### src/rtl/rotate_seg_pkg.sv
// Shared constants and helpers for the rotating-square display animation.
// Holds the segment patterns for the upper and lower square and a function
// that turns a loop position into the one-hot digit enable.
package rotate_seg_pkg;

    // Segment order is abcdefg, so bit 6 is segment a. All patterns are active-high.
    localparam logic [6:0] SEG_TOP = 7'b1100011;  // a, b, f, g: square in the upper half
    localparam logic [6:0] SEG_BOT = 7'b0011101;  // c, d, e, g: square in the lower half
    localparam logic [6:0] SEG_OFF = 7'b0000000;

    // Largest digit count the anode helper can describe.
    localparam int MAX_DIGITS = 32;

    // One-hot anode for loop position p on an n-digit display.
    // The upper pass runs from the leftmost digit (bit n-1) to the right.
    // The lower pass runs back from the rightmost digit (bit 0) to the left.
    // Callers truncate the result to their own digit count.
    function automatic logic [MAX_DIGITS-1:0] anode_onehot(input int p, input int n);
        logic [MAX_DIGITS-1:0] one;
        one = {{(MAX_DIGITS-1){1'b0}}, 1'b1};
        if (p < n) begin
            return one << (n - 1 - p);
        end
        return one << (p - n);
    endfunction

endpackage

### src/rtl/rotate_seg_anim_rate_tick.sv
// rate_tick: programmable step-rate divider for the animation.
// Ports:
//   clk   - system clock
//   reset - synchronous, active-low reset
//   en    - run enable. While low, the counter is held at 0, so raising en
//           always starts a full period.
//   rate  - terminal count. One tick is produced every rate+1 enabled cycles.
//   tick  - combinational; high in the cycle whose rising edge takes the step.
module rate_tick #(
    parameter int RATE_W = 24
) (
    input  logic              clk,
    input  logic              reset,
    input  logic              en,
    input  logic [RATE_W-1:0] rate,
    output logic              tick
);

    logic [RATE_W-1:0] count;

    // The compare is ">=" rather than "==". Lowering rate below the current
    // count then fires on the next cycle instead of running the counter
    // all the way round.
    assign tick = en && (count >= rate);

    // NOTE: state registers use non-blocking (<=) assignments so every flop
    // samples its inputs at the same edge, independent of statement order.
    // NOTE: reset is synchronous and sampled here. It is checked before
    // anything else, so it overrides any pending tick.
    always_ff @(posedge clk) begin
        if (!reset) begin
            count <= '0;
        end else if (!en || tick) begin
            count <= '0;
        end else begin
            count <= count + RATE_W'(1);
        end
    end

endmodule

### src/rtl/rotate_seg_anim.sv
// rotate_seg_anim: rotating-square animation for an N-digit 7-segment display.
// A square steps around 2*N_DIGITS positions: first left to right across the
// top halves of the digits, then right to left across the bottom halves.
// Ports:
//   clk   - system clock
//   reset - synchronous, active-low reset
//   en    - 1: advance automatically at the programmed rate
//   cw    - 1: position increments, 0: position decrements
//   rate  - divider terminal count; one step every rate+1 cycles
//   step  - single-step request, used only while en=0
//   seg   - segments abcdefg (bit 6 = a), active-high, decoded from pos
//   an    - one-hot digit enable, bit N_DIGITS-1 = leftmost digit
//   pos   - current loop position, 0 .. 2*N_DIGITS-1
//   wrap  - high for the one cycle in which pos first shows the post-wrap value
module rotate_seg_anim
    import rotate_seg_pkg::*;
#(
    parameter  int N_DIGITS = 4,
    parameter  int RATE_W   = 24,
    localparam int POS_W    = $clog2(2 * N_DIGITS)
) (
    input  logic                clk,
    input  logic                reset,
    input  logic                en,
    input  logic                cw,
    input  logic [RATE_W-1:0]   rate,
    input  logic                step,
    output logic [6:0]          seg,
    output logic [N_DIGITS-1:0] an,
    output logic [POS_W-1:0]    pos,
    output logic                wrap
);

    localparam logic [POS_W-1:0] LAST_POS = POS_W'(2 * N_DIGITS - 1);
    localparam logic [POS_W-1:0] HALF_POS = POS_W'(N_DIGITS);

    logic             tick;
    logic             adv;
    logic [POS_W-1:0] pos_next;
    logic             wrap_next;

    rate_tick #(
        .RATE_W(RATE_W)
    ) u_rate_tick (
        .clk  (clk),
        .reset(reset),
        .en   (en),
        .rate (rate),
        .tick (tick)
    );

    // Steps come from the divider while running and from step while paused,
    // never from both.
    assign adv = en ? tick : step;

    // The loop length need not be a power of two, so both ends wrap
    // explicitly. pos can never reach an unused code.
    // NOTE: every output of this block gets a default at the top. Paths that
    // do not assign it then hold the default instead of inferring a latch.
    always_comb begin
        pos_next  = pos;
        wrap_next = 1'b0;
        if (adv) begin
            if (cw) begin
                if (pos == LAST_POS) begin
                    pos_next  = '0;
                    wrap_next = 1'b1;
                end else begin
                    pos_next = pos + POS_W'(1);
                end
            end else begin
                if (pos == '0) begin
                    pos_next  = LAST_POS;
                    wrap_next = 1'b1;
                end else begin
                    pos_next = pos - POS_W'(1);
                end
            end
        end
    end

    always_ff @(posedge clk) begin
        if (!reset) begin
            pos  <= '0;
            wrap <= 1'b0;
        end else begin
            pos  <= pos_next;
            wrap <= wrap_next;
        end
    end

    // seg and an are decoded from the registered pos, so they change in the
    // same cycle as pos.
    always_comb begin
        seg = SEG_OFF;
        if (pos < HALF_POS) begin
            seg = SEG_TOP;
        end else begin
            seg = SEG_BOT;
        end
        an = N_DIGITS'(anode_onehot(int'(pos), N_DIGITS));
    end

endmodule

### config.mk
export PLATFORM = sky130hd
export DESIGN_NAME = rotate_seg_anim
export DESIGN_NICKNAME = d
export VERILOG_FILES = /design/src/rtl/rotate_seg_pkg.sv /design/src/rtl/rotate_seg_anim_rate_tick.sv /design/src/rtl/rotate_seg_anim.sv
export SDC_FILE = /design/constraint.sdc
export NUM_CORES = 1
export LEC_CHECK = 0
export ABC_AREA = 1
export CORE_UTILIZATION = 40
export CTS_CLUSTER_DIAMETER = 50
export DETAILED_ROUTE_END_ITERATION = 10
export GPL_TIMING_DRIVEN = 0
export PLACE_DENSITY = 0.73
export SLEW_MARGIN = 40
export SYNTH_ARGS = -nofsm -noshare
export SYNTH_HDL_FRONTEND = slang
export SYNTH_SLANG_ARGS = --single-unit
### constraint.sdc
create_clock -name clk -period 2.15 [get_ports clk]
set_input_delay 0.645 -clock clk [delete_from_list [all_inputs] [get_ports clk]]
set_output_delay 0.645 -clock clk [all_outputs]
set_load 0.01 [all_outputs]
### Word-level counts from Yosys, hierarchy flattened

Index checks and enable logic that the tools add are counted.

* $add $sub $neg: 5
* order comparisons: 3
* equality and inequality tests: 1
* shift operators: 2
* mux-type cells: 11
* bitwise operators: 1
* reduce and logical (&&, ||, !) cells: 6

Operators with widths (count)
* 1-bit by 32-bit left shift with 4-bit output, first input constant: 2
* 24-bit by 1-bit adder with 24-bit output, second input constant: 1
* 24-bit greater-or-equal comparator: 1
* 3-bit two-way mux: 3
* 4-bit two-way mux: 2
* 7-bit two-way mux: 1
* 3-bit less-than comparator, second input constant: 2
* 1-bit two-way mux: 5
* 2-bit by 3-bit subtractor with 4-bit output, first input constant: 1
* 3-bit by 3-bit subtractor with 4-bit output, second input constant: 1
* 3-bit by 1-bit adder with 3-bit output, second input constant: 1
* 3-bit equality test, second input constant: 1
* 3-bit zero test: 1
* 3-bit by 1-bit subtractor with 3-bit output, second input constant: 1
* 2-bit AND reduction: 1
* 2-bit OR reduction: 1
* 1-bit logical AND: 1
* 1-bit zero test: 1
* 1-bit logical OR: 1
* 1-bit NOT: 1

* flip-flop bits (word level): 28
* input bits: 29
* output and inout bits: 15
* logic and storage cells: 32

### Logic depth before layout (Yosys ltp)

* depth in word-level cells: 4
* mapped depth: 14
* gate-level depth less buffers: 14

### Modules after synthesis

A second synthesis with hierarchy kept.

* cell total of the unflattened synthesis: 319
* area, all modules: 2168.3 um2

Modules (own cells, without submodules)
* rate_tick: times used 1, cells each 255, area an instance 1783.0 um2, seq. area each 480.5 um2
* rotate_seg_anim: times used 1, cells each 64, area an instance 385.4 um2, seq. area each 80.1 um2

### Least setup slack after synthesis

OpenSTA, ideal clock, no wires.

* kind: input -> register
* from: in rate[21]
* to: reg u_rate_tick.count[11]
* setup time: 0.078 ns
* arrival: 1.811 ns
* required time: 2.072 ns
* setup slack: 0.261 ns
* stages: 10
* path buffers: 1
* cells stage by stage: inv_1 > ha_1 > a21oi_1 > nor2_1 > nor2_1 > nand2_1 > a21oi_1 > nand3_1 > buf_2 > nor3_1

* longest elaborated chain between the ends: 4

Ends and longest elaborated chain
* start, declared: line rotate_seg_anim.sv:26 `input logic [RATE_W-1:0] rate,`
* 24-bit greater-or-equal comparator: line rotate_seg_anim_rate_tick.sv:24 `assign tick = en && (count >= rate);`
* 1-bit logical AND: line rotate_seg_anim_rate_tick.sv:24
* 1-bit logical OR: line rotate_seg_anim_rate_tick.sv:33 `end else if (!en || tick) begin`
* 2-bit OR reduction (no line)
* end signal, assigned: line rotate_seg_anim_rate_tick.sv:36 `count <= count + RATE_W'(1);`
* end, declared: line rotate_seg_anim_rate_tick.sv:19 `logic [RATE_W-1:0] count;`

Every way passes these cells.
A chain may end at the register's enable or synchronous reset.

### Final worst setup path

* from: in rate[20]
* to: reg u_rate_tick.count[11]

Same word-level chain as after synthesis.

==> results_dict.tcl <==
set metrics [dict create \
    cts.clk_slew.worst_paths_ps 90 \
    cts.sinks 28 \
    dpl_cell_area_um2 2730 \
    ir_drop_mv 0.255 \
    criticalPathCategory "input pin to register" \
    drc 0 \
    synth-seq-area-share 0.253 \
    arrival_ps 2330 \
    r2r_slack_ps 260 \
    synth_edf_count 0 \
    ctsHtreeMaxLevel 1 \
    hp-class "register to register" \
    routed_wl_mm 5.40 \
    synth_ff_type "dfxtp_1" \
    numCtsBuffers 3 \
    netlist_top_cells_count "nand2_1, inv_1, nor2_1, ha_1, dfxtp_1" \
    place_congestion 0.842 \
    syn_inst 326 \
    die_w_um 76.5 \
    total_power_mw 1.14 \
    grt.overflow.total 0 \
    drive_gt1_frac 0.279 \
    crit_required_ps 2370 \
    power_density_nw_per_um2 355 \
    grt_pass1_vias 2062 \
    portBuffers 42 \
    diodes 0 \
    cts_root_buf "clkbuf_8" \
    syn_area_um2 2220 \
    cts_buffer_depth 2 \
    synth_cell_types 34 \
    antenna_found_initial 0 \
    setup_ws_ps 33.1 \
    design_area_um2 3200 \
    slew_viol_final 0 \
    clock_latency_ps 280 \
    period_share 0.985 \
    routedWlPerCell_um 12.2 \
    n_fill_cell 459 \
    synth_nets 384 \
    preCtsSetupSlack_ps -464 \
    finalHoldViolCount 0 \
    grt_max_degree 15 \
    syn_area_per_cell_um2 6.80 \
    maxCapViolations 0 \
    yosysWarnings 0 \
    start_kind "input pin" \
    worstSetupEndpointType "register" \
    ys_ff_latch 28 \
    synth_top_area_frac 0.253 \
    setup_violations 0 \
    area_growth_pct 44.4 \
    first_pass_iters 5 \
    drtIter0Drc 65 \
    post-cts-setup-buffer-count 0 \
    num_rows 26 \
    netlist_top_cells_area "dfxtp_1, ha_1, nand2_1, inv_1, nor2_1" \
    dieArea_um2 5840 \
    async_reset_ff_frac 0 \
    grt_pass1_wl_mm 8.71 \
    cts_tree "built" \
    nNetsFinal 433 \
    min_period_ps 2120 \
    synth_largest_area_cell "dfxtp_1" \
    hold_buffers 0 \
    fp.dieH_um 76.5 \
    avgViaCountPerCell 4.92 \
    drtAntennaViolNets 0 \
    path_max_fanout 6 \
    core-area_um2 5240 \
    utilization 0.611 \
    leakage_nw 1.47 \
    io_pins 44 \
    start_util 0.423 \
    fmax_mhz 472 \
    dp_hpwl_mm 3.74 \
    grtUsageTotal 0.182 \
    outcome "completed" \
    vias 2179 \
    clock_skew_ps 5.02 \
    yosysMostFrequentCell "nand2_1" \
]
worst paths after layout:
path / start / end / cells past startpoint
worst min register to register: u_rate_tick.count[0] / u_rate_tick.count[0] / 1
worst max register to register: u_rate_tick.count[0] / u_rate_tick.count[11] / 12
worst min-delay path: u_rate_tick.count[0] / u_rate_tick.count[0] / 1
worst max-delay path: rate[20] / u_rate_tick.count[11] / 11
what timing repair did:
action	CTS	global route
resized for setup	40	81
cloned	1	1
pin swaps	36	27
setup endpoints to repair	32	31
sequential cells by signal, summed over array words and instances (netlist names):
register / cells
u_rate_tick.count: 24
pos: 3
wrap: 1
through the flow:
step	hold WS, ps	cells	TNS, ps
final	500	443	0
after global routing	517	443	-265
after CTS	496	442	-53.3
after detailed placement	480	438	-11630
after global placement	474	438	-11420
after floorplan	452	326	0
where the power goes:
part	leakage, nW	internal, mW	total, mW	switching (mW)
clock	0.0216	0.127	0.295	0.168
combinational	1.22	0.159	0.302	0.143
sequential	0.227	0.526	0.539	0.0134
area by class of cell:
class | count | area, um^2 | share of cell area
Inverter | 55 | 209 | 0.0653
Timing Repair Buffer | 44 | 479 | 0.150
Clock buffer | 3 | 41.3 | 0.0129
Buffer | 10 | 90.1 | 0.0281
Multi-Input combinational cell | 233 | 1730 | 0.540
Tap cell | 70 | 87.6 | 0.0274
Sequential cell | 28 | 564 | 0.176
cells by family after synthesis:
| kind of cell | synth area share |
|---|---|
| AOI/OAI and AO/OA | 0.0689 |
| xor gates and xnor gates | 0.0474 |
| adders and majority gates | 0.164 |
| buffers and inverters | 0.122 |
| DFF | 0.253 |
| other | 0.00169 |
| and+or+nand+nor | 0.344 |
critical path, stage by stage:
cell and delay, ps:
clkdlybuf4s50_1 470, inv_2 50, ha_4 150, a21oi_2 130, nor2_2 60, nor2_2 100
nand2_2 80, a21oi_4 180, nand3_4 180, buf_6 190, nor3_2 90
routing by layer:
| metal | up-vias | share of wire | track usage |
|---|---|---|---|
| met5 | - | 0 | 0 |
| met4 | 0 | 0.028 | 0.0538 |
| met3 | 13 | 0.034 | 0.0216 |
| met2 | 60 | 0.51 | 0.338 |
| met1 | 991 | 0.43 | 0.216 |
| li1 | 1115 | - | - |
placed cells by master (no fill, tap or decap), types with 6 or more instances in the layout:
master,n
nand2_1,62
nor2_1,37
inv_1,32
dfxtp_1,27
inv_2,22
dlymetal6s2s_1,18
ha_1,14
ha_4,14
nand2_2,12
nand3_1,12
clkdlybuf4s50_1,12
a21oi_1,11
dlygate4sd2_1,10
a21oi_2,6
xnor2_1,6
buf_4,6
No activity file was read; power rests on OpenSTA's default activity.
